`src/rtl/timer_pkg.sv`:
```
// Shared types for the memory-mapped bus timer: register offsets, CTRL layout,
// and the size of the decoded window.
package timer_pkg;

  typedef enum logic [1:0] {
    CTRL   = 2'd0,
    LOAD   = 2'd1,
    COUNT  = 2'd2,
    STATUS = 2'd3
  } timer_reg_e;

  typedef struct packed {
    logic [7:0] prescale;
    logic [4:0] reserved;
    logic       irq_en;
    logic       auto_reload;
    logic       enable;
  } timer_ctrl_t;

  localparam int unsigned TIMER_WINDOW = 4;

  // CTRL as seen on the bus; reserved bits are held at zero by the writer.
  function automatic logic [31:0] ctrl_word(input timer_ctrl_t c);
    return {16'h0000, c};
  endfunction

endpackage

```
`src/rtl/bus_timer_prescaler.sv`:
```
// 8-bit compare-and-wrap prescaler: counts while enabled and emits a tick
// on the cycle its count equals the programmed prescale value.
module bus_timer_prescaler (
  input  logic       clk,
  input  logic       rst,
  input  logic       i_enable,
  input  logic       i_clear,
  input  logic [7:0] i_prescale,
  output logic       o_tick
);

  logic [7:0] r_pcnt;

  assign o_tick = i_enable && (r_pcnt == i_prescale);

  // The 8-bit increment wraps naturally if prescale is lowered below pcnt.
  always_ff @(posedge clk or posedge rst) begin
    if (rst) begin
      r_pcnt <= 8'd0;
    end else if (i_clear || o_tick) begin
      r_pcnt <= 8'd0;
    end else if (i_enable) begin
      r_pcnt <= r_pcnt + 8'd1;
    end
  end

endmodule

```
`src/rtl/bus_timer.sv`:
```
// Memory-mapped down-counting timer on the CPU bus: a 4-word register window,
// zero-latency reads, posted writes and a level interrupt to the control unit.
module bus_timer
  import timer_pkg::*;
#(
  parameter int unsigned          ADDR_W    = 16,
  parameter logic [ADDR_W-1:0]    BASE_ADDR = 16'hFF00
) (
  input  logic              clk,
  input  logic              rst,
  input  logic [ADDR_W-1:0] i_addr,
  input  logic [31:0]       i_data_in,
  input  logic              i_mem_rd,
  input  logic              i_mem_wr,
  output logic [31:0]       o_data_out,
  output logic              o_data_oe,
  output logic              o_hwint
);

  timer_ctrl_t r_ctrl;
  logic [31:0] r_load;
  logic [31:0] r_count;
  logic        r_pending;

  timer_ctrl_t w_ctrl_nxt;
  logic [31:0] w_load_nxt;
  logic [31:0] w_count_nxt;
  logic        w_pending_nxt;

  logic        w_hit;
  timer_reg_e  w_off;
  logic        w_rd;
  logic        w_wr;
  logic        w_wr_ctrl;
  logic        w_wr_load;
  logic        w_wr_count;
  logic        w_wr_status;
  logic        w_tick;
  logic        w_expire;
  logic        w_pcnt_clr;

  // Address decode
  assign w_hit = (i_addr[ADDR_W-1:2] == BASE_ADDR[ADDR_W-1:2]);
  assign w_off = timer_reg_e'(i_addr[1:0]);
  assign w_rd  = w_hit && i_mem_rd;
  assign w_wr  = w_hit && i_mem_wr;

  assign w_wr_ctrl   = w_wr && (w_off == CTRL);
  assign w_wr_load   = w_wr && (w_off == LOAD);
  assign w_wr_count  = w_wr && (w_off == COUNT);
  assign w_wr_status = w_wr && (w_off == STATUS);

  // Restart the prescale phase only on an enable rising edge written by software.
  assign w_pcnt_clr = w_wr_ctrl && i_data_in[0] && !r_ctrl.enable;

  bus_timer_prescaler u_prescaler (
    .clk        (clk),
    .rst        (rst),
    .i_enable   (r_ctrl.enable),
    .i_clear    (w_pcnt_clr),
    .i_prescale (r_ctrl.prescale),
    .o_tick     (w_tick)
  );

  // A same-cycle COUNT write suppresses both decrement and expiry.
  assign w_expire = w_tick && (r_count == 32'd0) && !w_wr_count;

  always_comb begin
    w_ctrl_nxt    = r_ctrl;
    w_load_nxt    = r_load;
    w_count_nxt   = r_count;
    w_pending_nxt = r_pending;

    if (w_tick && !w_wr_count) begin
      if (r_count != 32'd0) begin
        w_count_nxt = r_count - 32'd1;
      end else if (r_ctrl.auto_reload) begin
        w_count_nxt = r_load;
      end else begin
        w_ctrl_nxt.enable = 1'b0;
      end
    end

    // Expiry beats a simultaneous write-1-to-clear.
    if (w_expire) begin
      w_pending_nxt = 1'b1;
    end else if (w_wr_status && i_data_in[0]) begin
      w_pending_nxt = 1'b0;
    end

    if (w_wr_ctrl) begin
      w_ctrl_nxt.prescale    = i_data_in[15:8];
      w_ctrl_nxt.reserved    = 5'd0;
      w_ctrl_nxt.irq_en      = i_data_in[2];
      w_ctrl_nxt.auto_reload = i_data_in[1];
      w_ctrl_nxt.enable      = i_data_in[0];
    end
    if (w_wr_load) begin
      w_load_nxt = i_data_in;
    end
    if (w_wr_count) begin
      w_count_nxt = i_data_in;
    end
  end

  always_ff @(posedge clk or posedge rst) begin
    if (rst) begin
      r_ctrl    <= '0;
      r_load    <= 32'd0;
      r_count   <= 32'd0;
      r_pending <= 1'b0;
    end else begin
      r_ctrl    <= w_ctrl_nxt;
      r_load    <= w_load_nxt;
      r_count   <= w_count_nxt;
      r_pending <= w_pending_nxt;
    end
  end

  // Zero-latency read mux; the bus sees zero whenever this block is not selected.
  always_comb begin
    o_data_out = 32'd0;
    if (w_rd) begin
      case (w_off)
        CTRL:    o_data_out = ctrl_word(r_ctrl);
        LOAD:    o_data_out = r_load;
        COUNT:   o_data_out = r_count;
        STATUS:  o_data_out = {31'd0, r_pending};
        default: o_data_out = 32'd0;
      endcase
    end
  end

  assign o_data_oe = w_rd;
  assign o_hwint   = r_pending && r_ctrl.irq_en;

endmodule

```
`config.mk`:
```
export PLATFORM = sky130hd
export DESIGN_NAME = bus_timer
export DESIGN_NICKNAME = d
export VERILOG_FILES = /design/src/rtl/timer_pkg.sv /design/src/rtl/bus_timer_prescaler.sv /design/src/rtl/bus_timer.sv
export SDC_FILE = /design/constraint.sdc
export NUM_CORES = 1
export LEC_CHECK = 0
export ABC_CLOCK_PERIOD_IN_PS = 5400
export BUFFER_PORTS_ARGS = -buffer_cell sky130_fd_sc_hd__buf_4
export CAP_MARGIN = 10
export CELL_PAD_IN_SITES_DETAIL_PLACEMENT = 0
export CELL_PAD_IN_SITES_GLOBAL_PLACEMENT = 2
export CORE_MARGIN = 3
export CORE_UTILIZATION = 38
export DETAILED_ROUTE_END_ITERATION = 6
export MAX_ROUTING_LAYER = met4
export PLACE_DENSITY = 0.95
export RECOVER_POWER = 25
export SYNTH_ARGS = -nofsm -noshare
export SYNTH_HDL_FRONTEND = slang
export SYNTH_SLANG_ARGS = --single-unit
```
`constraint.sdc`:
```
create_clock -name clk -period 5.4 [get_ports clk]
set_clock_uncertainty 0.05 [all_clocks]
set_input_delay 0.27 -clock clk [delete_from_list [all_inputs] [get_ports clk]]
set_output_delay 0.27 -clock clk [all_outputs]
set_load 0.05 [all_outputs]
```
### Yosys cells after proc, flatten, opt, wreduce, memory -nomap -nowiden

Index checks and enable logic that the tools add are counted.
W data, S select, Z words.

| word-level totals | value |
|---|---|
| bits in registers | 84 |
| bits of input ports | 52 |
| output and inout port bits | 34 |
| logic and storage cells | 58 |

| cells by class | value |
|---|---|
| add/subtract/negate cells | 2 |
| equality and inequality tests | 7 |
| multiplexer cells | 14 |
| reduce and logical (&&, ||, !) cells | 27 |

Operators with widths:

| kind | count |
|---|---|
| $mux W32 | 5 |
| $pmux W32 S4 | 1 |
| $logic_not A32 Y1 | 1 |
| $reduce_bool A32 Y1 | 1 |
| $sub A32 B1 Y32 const B | 1 |
| $mux W8 | 2 |
| $eq A14 B14 Y1 const B | 1 |
| $logic_and A1 B1 Y1 | 14 |
| $add A8 B1 Y8 const B | 1 |
| $eq A8 B8 Y1 | 1 |
| $reduce_bool A2 Y1 | 4 |
| $mux W1 | 6 |
| $eq A2 B2 Y1 const B | 2 |
| $reduce_and A3 Y1 | 1 |
| $reduce_bool A3 Y1 | 1 |
| $eq A2 B1 Y1 const B | 1 |
| $logic_not A1 Y1 | 2 |
| $logic_not A2 Y1 | 1 |
| $ne A2 B1 Y1 const B | 1 |
| $ne A2 B2 Y1 const B | 1 |
| $reduce_and A2 Y1 | 1 |
| $logic_or A1 B1 Y1 | 1 |

### Longest topological paths before layout

Gate-level depths: netlist of run 1.

| logic depth | value |
|---|---|
| depth in word-level cells | 7 |
| gate-level depth with buffers | 9 |
| mapped depth without buffers | 8 |

### Hierarchy

A second synthesis of run 1 with hierarchy kept.

| second synthesis, totals | value |
|---|---|
| cell total of the unflattened synthesis | 573 |
| area, all modules | 5401.4 um^2 |

By module, submodules not included:

| module | times used | cells each | area each (um^2) | sequential area each (um^2) |
|---|---|---|---|---|
| bus_timer | 1 | 524 | 4899.7 | 1901.8 |
| bus_timer_prescaler | 1 | 49 | 501.7 | 200.2 |

### Least setup slack after synthesis of run 1

No wires, ideal clock.

| timing | value |
|---|---|
| path type | input port to output port |
| start point | input i_addr[3] |
| end point | output o_data_out[10] |
| arrival time | 2.304 ns |
| required time | 5.080 ns |
| path slack | 2.776 ns |
| cell stages on the path | 5 |
| buffers on the path | 2 |
| cell sequence | or4b_4 -> or4_1 -> clkbuf_1 -> clkbuf_1 -> nor2_1 |

| on the way | value |
|---|---|
| longest elaborated chain between the ends | 3 |

Ends and longest elaborated chain:

| item | RTL line | RTL |
|---|---|---|
| from (decl) | bus_timer.sv:11 | `input logic [ADDR_W-1:0] i_addr,` |
| $eq A14 B14 Y1 | bus_timer.sv:43 | `assign w_hit = (i_addr[ADDR_W-1:2] == BASE_ADDR[ADDR_W-1:2]);` |
| $logic_and A1 B1 Y1 | bus_timer.sv:45 | `assign w_rd = w_hit && i_mem_rd;` |
| $mux W32 | bus_timer.sv:123 | `if (w_rd) begin` |
| to (decl) | bus_timer.sv:15 | `output logic [31:0] o_data_out,` |

Every way passes these cells.

### Worst setup path in the final report of run 1

| timing | value |
|---|---|
| start point | register r_count[9] |
| end point | register r_count[0] |

| on the way | value |
|---|---|
| longest elaborated chain between the ends | 4 |
| elaborated cells on any way between the ends | 6 |
| classes of those cells | 3 x mux; 3 x reduce/logical |

Ends and longest elaborated chain:

| item | RTL line | RTL |
|---|---|---|
| from (decl) | bus_timer.sv:22 | `logic [31:0] r_count;` |
| from (signal assigned) | bus_timer.sv:115 | `r_count <= w_count_nxt;` |
| $reduce_bool A32 Y1 (*) | bus_timer.sv:75 | `if (r_count != 32'd0) begin` |
| $mux W32 | bus_timer.sv:75 |  |
| $mux W32 | bus_timer.sv:74 | `if (w_tick && !w_wr_count) begin` |
| $mux W32 | bus_timer.sv:101 | `if (w_wr_count) begin` |

Mark *: on every way between the ends. The rest lies on a longest branch, timed or not. The select of a mux whose other input is x is not followed.
A chain may end at the register's enable or synchronous reset.

==> results of run 1 <==
==> metrics by stage <==
| stage | cell area (um^2) | total power, W | instances | hold slack [ns] |
|---|---|---|---|---|
| 2_1_floorplan | 5390 | 0.000669 | 578 | 0.333 |
| 3_3_place_gp | 6160 | 0.000715 | 811 | 0.437 |
| 3_5_place_dp | 6160 | 0.000716 | 811 | 0.448 |
| 4_1_cts | 6500 | 0.00144 | 827 | 0.0902 |
| 5_1_grt | 6530 | 0.00148 | 828 | 0.0977 |
| 6_report | 6530 | 0.00143 | 828 | 0.0955 |
==> state kept, by name (all words and copies together), names as in the netlist <==
signal,flops
u_prescaler.r_pcnt,8
r_pending,1
r_ctrl,11
r_load,32
r_count,32
==> logic make-up after synthesis <==
logic type | Yosys count | synth area share
flip-flops | 84 | 0.390
XOR/XNOR | 35 | 0.0568
AO/OA/AOI/OAI | 129 | 0.162
AND/OR/NAND/NOR | 214 | 0.212
buffers and inverters | 47 | 0.0376
multiplexers | 66 | 0.135
adder cells (fa/ha/maj) | 3 | 0.00696
==> critical path, delay by kind of cell, from the launching register on <==
| family | cells | cell delay, ns |
|---|---|---|
| DFF | 1 | 0.47 |
| AOI/OAI and AO/OA | 3 | 1.30 |
| and+or+nand+nor | 3 | 1.36 |
==> cells in the mapped netlist, types with 3 or more instances <==
cell type   n
mux2_2     41
clkbuf_1   24
a31oi_1     5
a22oi_1    26
o21ai_0    22
mux2i_1    22
o21ai_1     4
inv_1      10
nor4_1      8
nand4_1    12
or4_1       4
nand3_1    16
nor4_4      3
a21boi_0    5
nand3b_1    4
or3_1       9
nand2_1    53
a21oi_1    28
a21o_1      9
a2bb2oi_1   4
and2_1      3
and4_1      3
xnor2_1    23
nor2_1     64
xor2_1     12
ha_1        3
o22ai_1     4
nor3_1     11
buf_2       9
o211ai_1    4
dfrtp_1    84
nor2b_1     4
==> layout make-up <==
cell class                 instances  area (um^2)  area share
clock buffer                       9          225      0.0345
clock inverter                     7          123      0.0188
inverter                          10         38.8     0.00594
multi-input combinational        447         3090       0.473
sequential                        84         2100       0.322
tap                              176          220      0.0337
timing repair buffer              95          729       0.112
==> layout by cell type (no fill, tap or decap), drive strengths merged, types with 5 or more instances in the layout <==
| cell type | netlist | routed |
|---|---|---|
| xor2 | 12 | 12 |
| nor3 | 13 | 13 |
| nand4 | 12 | 12 |
| nand3 | 18 | 18 |
| a22oi | 26 | 26 |
| dfrtp | 84 | 84 |
| nor4 | 13 | 13 |
| xnor2 | 23 | 23 |
| nor2b | 5 | 5 |
| a21o | 9 | 9 |
| nor2 | 64 | 64 |
| buf | 13 | 93 |
| inv | 10 | 11 |
| or3 | 9 | 9 |
| nand2 | 53 | 53 |
| clkbuf | 24 | 11 |
| a31oi | 5 | 5 |
| or4 | 5 | 5 |
| mux2 | 43 | 43 |
| o21ai | 26 | 26 |
| a21boi | 5 | 5 |
| a21oi | 28 | 28 |
| mux2i | 22 | 22 |
==> worst paths after layout <==
kind	endpoint	slack [ns]
setup / recovery	r_count[0]$_DFFE_PP0P_	2.13
hold / removal	r_count[5]$_DFFE_PP0P_	0.1
setup reg to reg	r_count[0]$_DFFE_PP0P_	2.13
hold reg to reg	r_load[14]$_DFFE_PP0P_	0.49
max in group asynchronous	r_count[1]$_DFFE_PP0P_	3.13
min in group asynchronous	r_ctrl[9]$_DFFE_PP0P_	0.78
==> power by group through the flow <==
stage | sequential, W | clock, W | combinational [W]
detailed placement | 0.000642 | 0 | 0.0000744
finish | 0.000630 | 0.000727 | 0.0000756
global placement | 0.000642 | 0 | 0.0000735
global route | 0.000629 | 0.000765 | 0.0000835
floorplan | 0.000642 | 0 | 0.0000274
CTS | 0.000630 | 0.000739 | 0.0000747
==> layer usage <==
metal  vias to the layer above  part of all wire  GRT usage  wire (um)
li1                       2271                 -          -          -
met1                      2403              0.45      0.279       7330
met2                       163              0.49      0.340       7860
met3                        14             0.049     0.0333        795
met4                         0             0.013     0.0536        203
met5                         -                 0          -          0
==> summary by stage, run 1 <==
Run status
The flow ran to the end, but the final reports show violations. The checks that failed: max-capacitance violations, max-slew violations.

Critical path
The worst setup path is captured at a flop. The launch point of the critical path is r_count[9]$_DFFE_PP0P_. Data on the critical path arrives at its endpoint at approximately 3.5 ns. The critical path class is flop to flop. The data required time at the worst endpoint is 5.61 ns.

The cell count of the worst reg-to-reg path is 6. STA classifies the critical path startpoint as a flop. The worst register-to-register path begins at r_count[9]$_DFFE_PP0P_. Along the worst path, the maximum fanout reaches 25.

On the critical path, the stage with the largest delay is an instance of o21a_1. The delay contributed by the slowest stage of the critical path is about 0.90 ns. Traced cell by cell, the critical path runs through nor4_4 -> nand4_1 -> nor4_1 -> o21a_1 -> o21ai_0 -> o211ai_1.

Global routing
The number of global-route vias before repair is between 4000 and 5000. The initial antenna violation count was 0. The wire length of the first global-routing pass is 26200 um.

The largest net degree at the start of global routing is 85. The total grt overflow is 0. The global-route total usage across every layer is 0.211.

Yosys
Of the synthesized area, sequential elements account for 0.390. The total number of yosys warnings is 0. The post-synthesis cell type with the largest combined area is dfrtp_1. Of the post-synthesis cell area, the dominant cell type holds 0.390. The netlist area before placement is 5390 um^2. The synthesized netlist cell count is a little under 600. The synthesized design contains 0 enable-type register cells. The most used flip-flop cell after synthesis is dfrtp_1. The number of nets produced by synthesis is ~630. The distinct cell type count after synthesis is 66. The post-synthesis async set-or-reset flop share is 1.00.

By area the synthesized netlist is led by dfrtp_1 39%, mux2_2 8.6%, nor2_1 4.5%. The per-instance average area after synthesis is around 9.3 um^2. The synthesized flop and latch total is between 80 and 90.

Power
The net switching share of the total power is 0.219. The analysis attributes to cell leakage a power of around 3.0 nW. The share of total power dissipated in the clock network is 0.508. The fraction of power consumed by sequential logic is 0.440. Summed over all nets, the switching power comes to ~0.00031 W. The internal power summed over all cells is 0.00112 W.

IR analysis of the VDD net gives a maximum drop of between 150 and 200 uV. The share of power burned in combinational logic is 0.053. Power spread over the standard cell area amounts to about 220 nW/um^2.

Clock tree
The number of sinks handled by clock tree synthesis is 84. TritonCTS built the clock tree. Clock-pin slew was measured on the worst setup and hold paths at 0.07 ns.

In this run the number of H-tree levels came out at 3. CTS placed an instance of clkbuf_16 at the clock tree root. The clock reaches the later pin of the worst-skew pair after ~0.34 ns.

The deepest clock path buffer count is 2. In this run, post-CTS repair resized a total of 0 instances. Buffers inserted during clock tree synthesis total 9.

The number of hold buffers added after CTS was 0. Buffers added to address setup during post-CTS repair amount to 0.

Finish
The share of the core filled with cells in the final layout is 0.482. The final-layout fill cell count is about 1300. The number of diodes added for antenna fixing is 0. At the end of the flow, the number of nets in the layout was ~700. The share of post-route cells with drive strength above 1 is 0.259. The synthesis-to-finish area growth is 21.1%.

Floorplanning
The floorplan step set the die width to approximately 130 um. In this run the vertical extent of the chip is between 100 and 150 um. The number of placement rows is 42. The region available for standard cell placement spans around 14000 um^2. The count of pins on the block boundary is 86. The area of the die is ~16000 um^2. The initial core utilization is 0.398.

Timing
The minimum period implied by the final worst setup slack is roughly 3.3 ns. Setup slack closes at 2.13 ns. For the final routed database, the setup TNS stands at 0 ns. The pin slew with the least headroom to its limit is between 2 and 2.5 ns. The worst-case headroom to the max-slew limit is -0.608. The number of endpoints with negative hold slack in the final report came to 0. The final-report max-slew violation count is slightly above 40. Setup repair after global routing left no endpoint under its margin. The count of final setup violators is 0. The achievable clock frequency is 306 MHz. In the finished design, the share of the clock period the worst path needs comes to 0.605.

Drt
Using the TritonRoute via totals, the vias-per-cell ratio works out to 5.86. Once detail routing completed, the nets flagged for antenna violations numbered 0. After detailed routing, the average wire length per cell comes to ~20 um. The remaining routing DRC violations is 0. The count of routing violations after the opening detailed-route iteration is ~380. Summed over all layers, the routed wires come to around 16000 um. The first detailed-routing pass took 6 iterations.

Detailed routing inserted a total of between 4000 and 5000 vias.

Min path
The source of the worst hold timing path is i_data_in[5]. The worst min-delay path class is input pin to flop. Counting instances, the worst hold path has a depth of 3.

Placed design
Once detailed placement completed, the half-perimeter wirelength came to roughly 11000 um. The pre-CTS worst setup slack is between 2 and 2.5 ns. The number of port buffers is 85. Routability-driven placement finished with a final weighted congestion of 0.895.

Flow run
The number of max-capacitance violations reported is 1.
Power figures use the tool's default switching activity.
==> run 2: changes to the inputs <==
Settings changed: ABC_AREA from default to 1, ABC_CLOCK_PERIOD_IN_PS 5400 to 3100, CORE_UTILIZATION 38 to 31, PLACE_DENSITY 0.95 to 0.92.
Clock period 5.4 ns to 3.1 ns, I/O delays scaled along.
==> run 2 against run 1 <==
  * The run still ends with max-capacitance violations, max-slew violations left
  * Worst setup slack got worse by 1.4 ns
  * Largest cell class unchanged
  * Largest power group unchanged
  * Cell count grew 59%
  * Hold slack got worse by 0.082 ns
  * Core utilization is 8.5 points lower
  * First-iteration DRC count rose by 16%
  * Sequential power rose by 75%
  * Global-route usage shrank 1.3 points
  * Area after synthesis increased by 13%
  * Fmax up 40%
  * Sequential share of layout area decreased by 4.3 points
==> summary by stage, run 2 <==
Timing
The count of final setup violators came to 0 (unchanged). The share of the clock period used by the worst path is 0.752 (+0.147). The worst-case headroom to the max-slew limit is -0.428 (+0.180).

The pin slew with the least headroom to its limit is 2.13 ns (-0.281 ns). The minimum period implied by the final worst setup slack was 2.33 ns (-0.936 ns). The number of endpoints with negative hold slack in the final report is 0 (unchanged). The final-report max-slew violation count is 45 (+9.8%). The setup TNS after final layout was 0 ns (unchanged). The achievable clock frequency is 429 MHz (+40%). The final worst slack came to 0.768 ns (-1.36 ns). Setup repair after global routing left no endpoint under its margin.

Critical path
The largest fanout on the critical path came to 14 (-44%). The worst endpoint data arrival time is 2.51 ns (-0.97 ns). The delay contributed by the slowest stage of the critical path is 0.46 ns (-0.44 ns). Traced cell by cell, the critical path runs through nor2_2 -> nand2_1 -> inv_1 -> nand2_1 -> nor2_1 -> nand3_1 -> nor2_1 -> nor2_1 -> buf_4 -> nand3_1 -> nand3_1.

The data required time at the worst endpoint is 3.28 ns (-2.33 ns). For this design, the slowest cell found on the critical path is dfrtp_1. STA classifies the critical path startpoint as a flop. The element type at the critical path end is a flop. The critical path class is flop to flop. The kind of cell adding the most delay to the critical path is simple AND/OR/NAND/NOR gates. The worst path buffer plus inverter count is 2 (+2).

Finish
The cell area after layout came to 7530 um^2 (+15%). Relative to the synthesized area, the layout overhead comes to 23.5%. The footprint of the flip-flops and latches is 2100 um^2 (unchanged). The share of the core filled with cells in the final layout was 0.396 (-0.0854). The final-stage net count is 1109 (+58%).

The top cell types in the final layout, fill and taps aside, are 364 x nand2_1, 120 x nor2_1, 101 x inv_1, 94 x buf_4, 88 x nand3_1. The multi-input gate area in the final layout is 3460 um^2 (+12%). The final-layout fill cell count is 2134 (+64%). The commonest non-fill, non-tap cell in the layout is nand2_1. The number of diodes added for antenna fixing is 0 (unchanged). The largest registers in the layout are r_count: 32 flops, r_load: 32 flops, r_ctrl: 11 flops. The share of post-route cells with drive strength above 1 came to 0.157 (-0.102).

Power
The power per standard cell area was 320 nW/um^2 (+46%). The clock network power share was 0.480 (-0.028). The largest voltage drop on the vdd net is 247 uV (+54%). The net switching power is 0.000572 W (+82%). The share of power burned in combinational logic is 0.065 (+0.012). The net switching share of the total power is 0.237 (+0.0178). The leakage power is 3.73 nW (+25%). The internal power summed over all cells was 0.00184 W (+64%). The total design power is 0.00241 W (+68%). The fraction of power consumed by sequential logic came to 0.455 (+0.015).

Global routing
The number of global-route vias before repair was 6136 (+25%). The global-route total usage across every layer was 0.198 (-0.0130). The largest net degree at the start of global routing is 46 (-46%). The global-route met1 utilization is 0.276 (-0.00289). The total grt overflow is 0 (unchanged).

The initial antenna violation count was 0 (unchanged). The global-route track usage on met2 was 0.305 (-0.0350). The wire length of the first global-routing pass is 33200 um (+27%).

The layer flagged by global routing as most heavily used is met2. The global-route met3 utilization is 0.0261 (-0.00719).

Run status
The flow ran to the end, but the final reports show violations. The checks that failed: max-capacitance violations, max-slew violations.

Yosys
The total number of yosys warnings is 0 (unchanged). The synthesized flop and latch total came to 84 (unchanged). After synthesis, the most frequently instantiated cells are 364 x nand2_1, 121 x nor2_1, 102 x inv_1. The dominant combinational cell family by area after synthesis is simple AND/OR/NAND/NOR gates. The arithmetic-cell share of the synthesized area counting full adders, half adders and majority gates is 0.00615 (-0.000810). The distinct cell type count after synthesis is 36 (-45%). The post-synthesis cell type with the largest combined area is dfrtp_1. The area share of the leading cell type in the synthesized netlist is 0.344 (-0.0454).

The register area share after synthesis was 0.344 (-0.0454). The post-synthesis compound-gate area fraction is 0.0638 (-0.0984). The synthesized netlist cell count is 955 (+65%). The netlist area before placement is 6100 um^2 (+13%).

The post-synthesis async set-or-reset flop share is 1.00 (unchanged). The per-instance average area after synthesis is 6.39 um^2 (-32%). The share of synthesized area spent on multiplexers is 0.0351 (-0.0997). Among all flip-flop cells after synthesis, the most frequent one is dfrtp_1.

The most repeated cell in the gate-level netlist after synthesis is nand2_1. The area share of xor/xnor cells in the synthesized design is 0.0129 (-0.0439). The number of nets produced by synthesis came to 1010 (+60%).

By area the synthesized netlist is led by dfrtp_1 34%, nand2_1 22%, nor2_1 7.4%. The simple logic cell fraction of the synthesized area came to 0.448 (+0.236). The count of flip-flops with a built-in enable after synthesis is 0 (unchanged).

Floorplanning
The number of placement rows is 50 (+19%). The area of the die was 21400 um^2 (+37%). The placeable core region is 19000 um^2 (+40%). The vertical extent of the die is 146 um (+17%). The count of pins on the block boundary was 86 (unchanged). The floorplan die width is 146 um (+17%). The initial core utilization came to 0.321 (-0.0768).

Clock tree
The root buffer selected by CTS is clkbuf_16. The clock insertion delay at the later pin of the skew report is 0.35 ns (about the same). The number of sinks handled by clock tree synthesis is 84 (unchanged). The TritonCTS clock tree is yes. The total setup buffers inserted after CTS is 0 (unchanged).

The clock slew seen by the registers of the worst setup and hold paths is 0.06 ns (about the same). The maximum level of the CTS H-tree was 3 (unchanged). The number of CTS-inserted buffers is 9 (unchanged).

The deepest clock path buffer count is 2 (unchanged).

Placed design
The post-place instance area is 7010 um^2 (+14%). The pre-CTS worst setup slack was 0.799 ns (-1.40 ns). The estimated wirelength of the detail-placed design came to 14900 um (+32%). The global placer's final weighted congestion was 0.886 (-1.0%).

The number of port buffers was 85 (unchanged).

Drt
The count of routing violations after the opening detailed-route iteration was 445 (+16%). The ratio of routed vias to standard cells is 4.78 (-18%). The routed length per instance is 15.3 um (-22%). The aggregate routed wire length came to 20200 um (+25%).

The remaining routing DRC violations came to 0 (unchanged). The remaining antenna violation count was 0 (unchanged). The total number of vias came to 6311 (+30%). The first-pass iteration count of the detailed router is 5 (-1).

Flow run
The number of max-capacitance violations reported is 1 (unchanged).

Min path
The worst min-delay path class is input pin to flop.
## run 2: changes by cell type in the layout (fill, tap and decap cells not counted), moves of 9 or more
cell | previous run | this run
dlygate4sd3_1 | 0 | 22
nor2_1 | 64 | 120
inv_1 | 9 | 101
nand3_1 | 16 | 88
nand2_1 | 53 | 364
mux2i_1 | 22 | 0
a22oi_1 | 26 | 0
a21o_1 | 9 | 0
o21ai_0 | 22 | 39
xnor2_1 | 23 | 3
or3_1 | 9 | 0
mux2_2 | 41 | 19
## run 2: path summary, 6_finish.rpt
kind / cells past startpoint / to / slack, ns / startpoint
worst max register to register: 11 / r_count[21]$_DFFE_PP0P_ / 0.77 / r_count[5]$_DFFE_PP0P_
worst max-delay path: 11 / r_count[21]$_DFFE_PP0P_ / 0.77 / r_count[5]$_DFFE_PP0P_
max in group asynchronous: 4 / r_load[17]$_DFFE_PP0P_ / 1.03 / rst
worst min register to register: 2 / r_load[0]$_DFFE_PP0P_ / 0.44 / r_load[0]$_DFFE_PP0P_
min in group asynchronous: 3 / r_load[24]$_DFFE_PP0P_ / 0.87 / rst
worst min-delay path: 3 / r_count[16]$_DFFE_PP0P_ / 0.01 / i_data_in[16]
## run 2: repair_timing
action | in CTS | in global routing
gates resized for setup | 0 | 0
hold endpoints to repair | 73 | 0
hold buffers | 22 | 0
endpoints found under the setup margin | 0 | 0
## run 2: per-layer routing
layer | part of all wire | routed length, um | vias up
met3 | 0.038 | 759 | 21
li1 | - | - | 3206
met4 | 0.013 | 271 | 0
met2 | 0.45 | 9070 | 133
met1 | 0.50 | 10100 | 2951
met5 | 0 | 0 | -
## run 2: through the flow
step	std cells	hold slack, ns
final	1319	0.0134
after global routing	1319	0.0137
after CTS	1319	0.0000706
after detailed placement	1281	0.294
after global placement	1281	0.298
after floorplan	955	0.238
## run 2: logic make-up after synthesis
family | count (synthesis)
AOI/OAI and AO/OA | 74
and+or+nand+nor | 630
muxes | 19
buffers and inverters | 136
adders and majority gates | 3
DFF | 84
xor gates and xnor gates | 9
## run 2: final cells by class
cell class | instances | share of cell area
Sequential cell | 84 | 0.279
Clock buffer | 11 | 0.0335
Timing Repair Buffer | 119 | 0.125
Tap cell | 260 | 0.0432
Clock inverter | 5 | 0.00780
Inverter | 105 | 0.0525
Multi-Input combinational cell | 735 | 0.459
## run 2: power by group through the flow
stage          registers [W]  clock network [W]  logic [W]
6_report             0.00110            0.00116   0.000158
5_1_grt              0.00110            0.00123   0.000175
3_5_place_dp         0.00112                  0   0.000138
4_1_cts              0.00110            0.00117   0.000161
2_1_floorplan        0.00112                  0  0.0000494
3_3_place_gp         0.00112                  0   0.000138
## run 2: tightest hold or removal path, stage by stage
cell	delay, ns
buf_4	0.10
nand2_1	0.05
nand3_1	0.07
==> run 3: changes to the inputs <==
Settings changed: ABC_AREA 1 to 0, ABC_CLOCK_PERIOD_IN_PS 3100 to 2300, CORE_UTILIZATION 31 to 35.
Clock period 3.1 ns to 2.3 ns, I/O delays scaled along.
==> run 3 against run 2 <==
  * The run ends with negative setup slack left
  * Core utilization increased by 12 points
  * First-iteration DRC count decreased by 7.9%
  * Hold slack improved by 0.14 ns
  * Clock power increased by 18%
  * Via count decreased by 16%
  * Register-to-register slack got worse by 0.77 ns
  * Sequential share of layout area decreased by 0.33 points
  * Fmax increased by 1.2%
  * Critical path depth decreased by 4
  * Non-clock buffer count increased by 92
  * Die area decreased by 21%
==> summary by stage, run 3 (synthesis gave the netlist of run 1 again) <==
Drt
The aggregate routed wire length is 17600 um (-12%). The first-pass iteration count of the detailed router is 5 (unchanged). The remaining routing DRC violations was 0 (unchanged). The remaining antenna violation count is 0 (unchanged). The routed length per instance is 18.5 um (+21%). The ratio of routed vias to standard cells is 5.58 (+17%). The count of routing violations after the opening detailed-route iteration was 410 (-7.9%). The total number of vias is 5321 (-16%).

Floorplanning
The count of pins on the block boundary is 86 (unchanged). The area of the die is 16900 um^2 (-21%). The initial core utilization is 0.364 (+0.0432). The placeable core region came to 14800 um^2 (-22%). The floorplan die width was 130 um (-11%). The vertical extent of the die is 130 um (-11%). The number of placement rows is 44 (-12%).

Critical path
The data required time at the worst endpoint is 2.48 ns (-0.80 ns). The worst-case register-to-register setup slack is -0.005 ns (-0.77 ns). The most critical setup path has its startpoint at r_count[9]$_DFFE_PP0P_. The critical path class is flop to flop. The largest fanout on the critical path came to 11 (-3). STA classifies the critical path startpoint as a flop. STA classifies the critical path endpoint as a flop.

The worst endpoint data arrival time is 2.48 ns (-0.03 ns). The startpoint of the lowest-slack register-to-register path is r_count[9]$_DFFE_PP0P_.

Power
The share of power burned in combinational logic was 0.073 (+0.008). The clock network power share came to 0.445 (-0.035). The internal power summed over all cells is 0.00235 W (+28%). The net switching power is 0.000724 W (+27%).

The leakage power came to 3.56 nW (-4.5%). The total design power is 0.00307 W (+27%). The net switching share of the total power came to 0.236 (-0.00139). The power per standard cell area came to 402 nW/um^2 (+26%).

The fraction of power consumed by sequential logic is 0.482 (+0.027). The largest voltage drop on the vdd net is 352 uV (+42%).

Global routing
The largest net degree at the start of global routing is 45 (-2.2%). The wire length of the first global-routing pass is 28100 um (-15%). The total grt overflow came to 0 (unchanged). The global-route total usage across every layer is 0.216 (+0.0187). The initial antenna violation count is 0 (unchanged). The number of global-route vias before repair is 5322 (-13%).

Timing
The number of endpoints with negative hold slack in the final report is 0 (unchanged). The final-report max-slew violation count is 0 (-100%). The minimum period implied by the final worst setup slack came to 2.31 ns (-0.0266 ns).

The final worst slack is -0.00522 ns (-0.773 ns). The setup TNS after final layout is -0.00522 ns (-0.00522 ns). The share of the clock period used by the worst path is 1.00 (+0.250). The count of final setup violators is 1 (+1). The pin slew with the least headroom to its limit is 1.02 ns (-1.11 ns). The worst-case headroom to the max-slew limit came to 0.318 (+0.746).

Setup repair after global routing could not meet its margin everywhere. The achievable clock frequency is 434 MHz (+1.2%).

Min path
The startpoint identified for the worst hold timing path is i_addr[1]. The path class of the tightest hold or removal check is input pin to flop.

Clock tree
The maximum level of the CTS H-tree is 3 (unchanged). The TritonCTS clock tree is yes. The number of sinks handled by clock tree synthesis was 84 (unchanged). The deepest clock path buffer count is 2 (unchanged). The number of CTS-inserted buffers came to 9 (unchanged). The clock slew seen by the registers of the worst setup and hold paths is 0.07 ns (about the same).

CTS placed an instance of clkbuf_16 at the clock tree root. The clock insertion delay at the later pin of the skew report is 0.35 ns (about the same).

Finish
The share of post-route cells with drive strength above 1 is 0.364 (+0.207). The final-layout fill cell count is 1333 (-38%). The number of diodes added for antenna fixing is 0 (unchanged). The final-stage net count came to 819 (-26%). The commonest non-fill, non-tap cell in the layout is buf_4.

Leaving out fill and tap cells, the most frequent cells in the layout are 162 x buf_4, 81 x dfrtp_1, 64 x nor2_1, 49 x nand2_1, 41 x mux2_2. The largest registers in the layout are r_count: 32 flops, r_load: 32 flops, r_ctrl: 11 flops. From synthesis to final layout, the design area changed by 41.7%.

Run status
The checks that failed: negative setup slack. The flow ran to the end, but the final reports show violations.

Placed design
The number of port buffers is 85 (unchanged). The pre-CTS worst setup slack is -0.0434 ns (-0.843 ns). The global placer's final weighted congestion is 0.935 (+5.5%). The estimated wirelength of the detail-placed design is 13000 um (-12%).

Flow run
The number of max-capacitance violations reported is 0 (-1).
-- run 3: cell types whose count changed in the layout (fill, tap and decap cells not counted), sizes merged, moves of 24 or more --
cell and delta:
nand2 -318, inv -96, buf +83, nand3 -78, nor2 -67, a22oi +26
mux2 +24
-- run 3: final cells by class --
| class | instances | area (um^2) | share of cell area |
|---|---|---|---|
| clock buffers | 11 | 243 | 0.0318 |
| clock inverters | 5 | 27.5 | 0.00360 |
| inverters | 10 | 38.8 | 0.00508 |
| multi-input cells | 448 | 3230 | 0.423 |
| flip-flops and latches | 84 | 2110 | 0.276 |
| well taps | 184 | 230 | 0.0301 |
| repair buffers | 211 | 1760 | 0.230 |
-- run 3: through the flow --
| stage | util | std cells | cell area [um^2] | hold slack (ns) |
|---|---|---|---|---|
| floorplan | - | 578 | 5400 | 0.178 |
| global placement | 0.457 | 890 | 6770 | 0.105 |
| detailed placement | 0.457 | 890 | 6770 | 0.117 |
| CTS | 0.499 | 942 | 7400 | 0.153 |
| global route | 0.516 | 953 | 7640 | 0.181 |
| finish | 0.516 | 953 | 7640 | 0.150 |
-- run 3: worst paths after layout --
check	endpoint	depth (start not counted)
max	r_count[30]$_DFFE_PP0P_	7
min	r_pending$_DFFE_PP0P_	4
max reg2reg	r_count[30]$_DFFE_PP0P_	7
min reg2reg	r_count[31]$_DFFE_PP0P_	2
max in group asynchronous	r_load[25]$_DFFE_PP0P_	4
min in group asynchronous	r_load[8]$_DFFE_PP0P_	3
-- run 3: metal layers --
| layer | global-route usage | share of wire |
|---|---|---|
| met5 | - | 0 |
| met4 | 0.0587 | 0.013 |
| met3 | 0.0327 | 0.052 |
| met2 | 0.338 | 0.48 |
| met1 | 0.294 | 0.46 |
-- run 3: critical path, cell delays in order, from the launching register on --
cell and delay, ns:
dfrtp_1 0.41, nor4_4 0.41, nand4_1 0.28, buf_6 0.24, o41a_1 0.41, a31oi_1 0.16, o31a_1 0.16, o21ai_1 0.06
-- run 3: what timing repair did --
| item | CTS | global route |
|---|---|---|
| setup buffers | 3 | 10 |
| pin swaps | 4 | 15 |
| gates cloned | 0 | 1 |
| hold endpoints to repair | 67 | 0 |
| setup endpoints to repair | 11 | 29 |
| hold buffers | 33 | 0 |
| gates resized for setup | 3 | 54 |
-- run 3: power by group through the flow --
| stage | clock network [W] | registers (W) | logic, W |
|---|---|---|---|
| final | 0.00137 | 0.00148 | 0.000224 |
| after global routing | 0.00145 | 0.00148 | 0.000245 |
| after CTS | 0.00139 | 0.00148 | 0.000230 |
| after detailed placement | 0 | 0.00151 | 0.000185 |
| after global placement | 0 | 0.00151 | 0.000181 |
| after floorplan | 0 | 0.00151 | 0.0000648 |
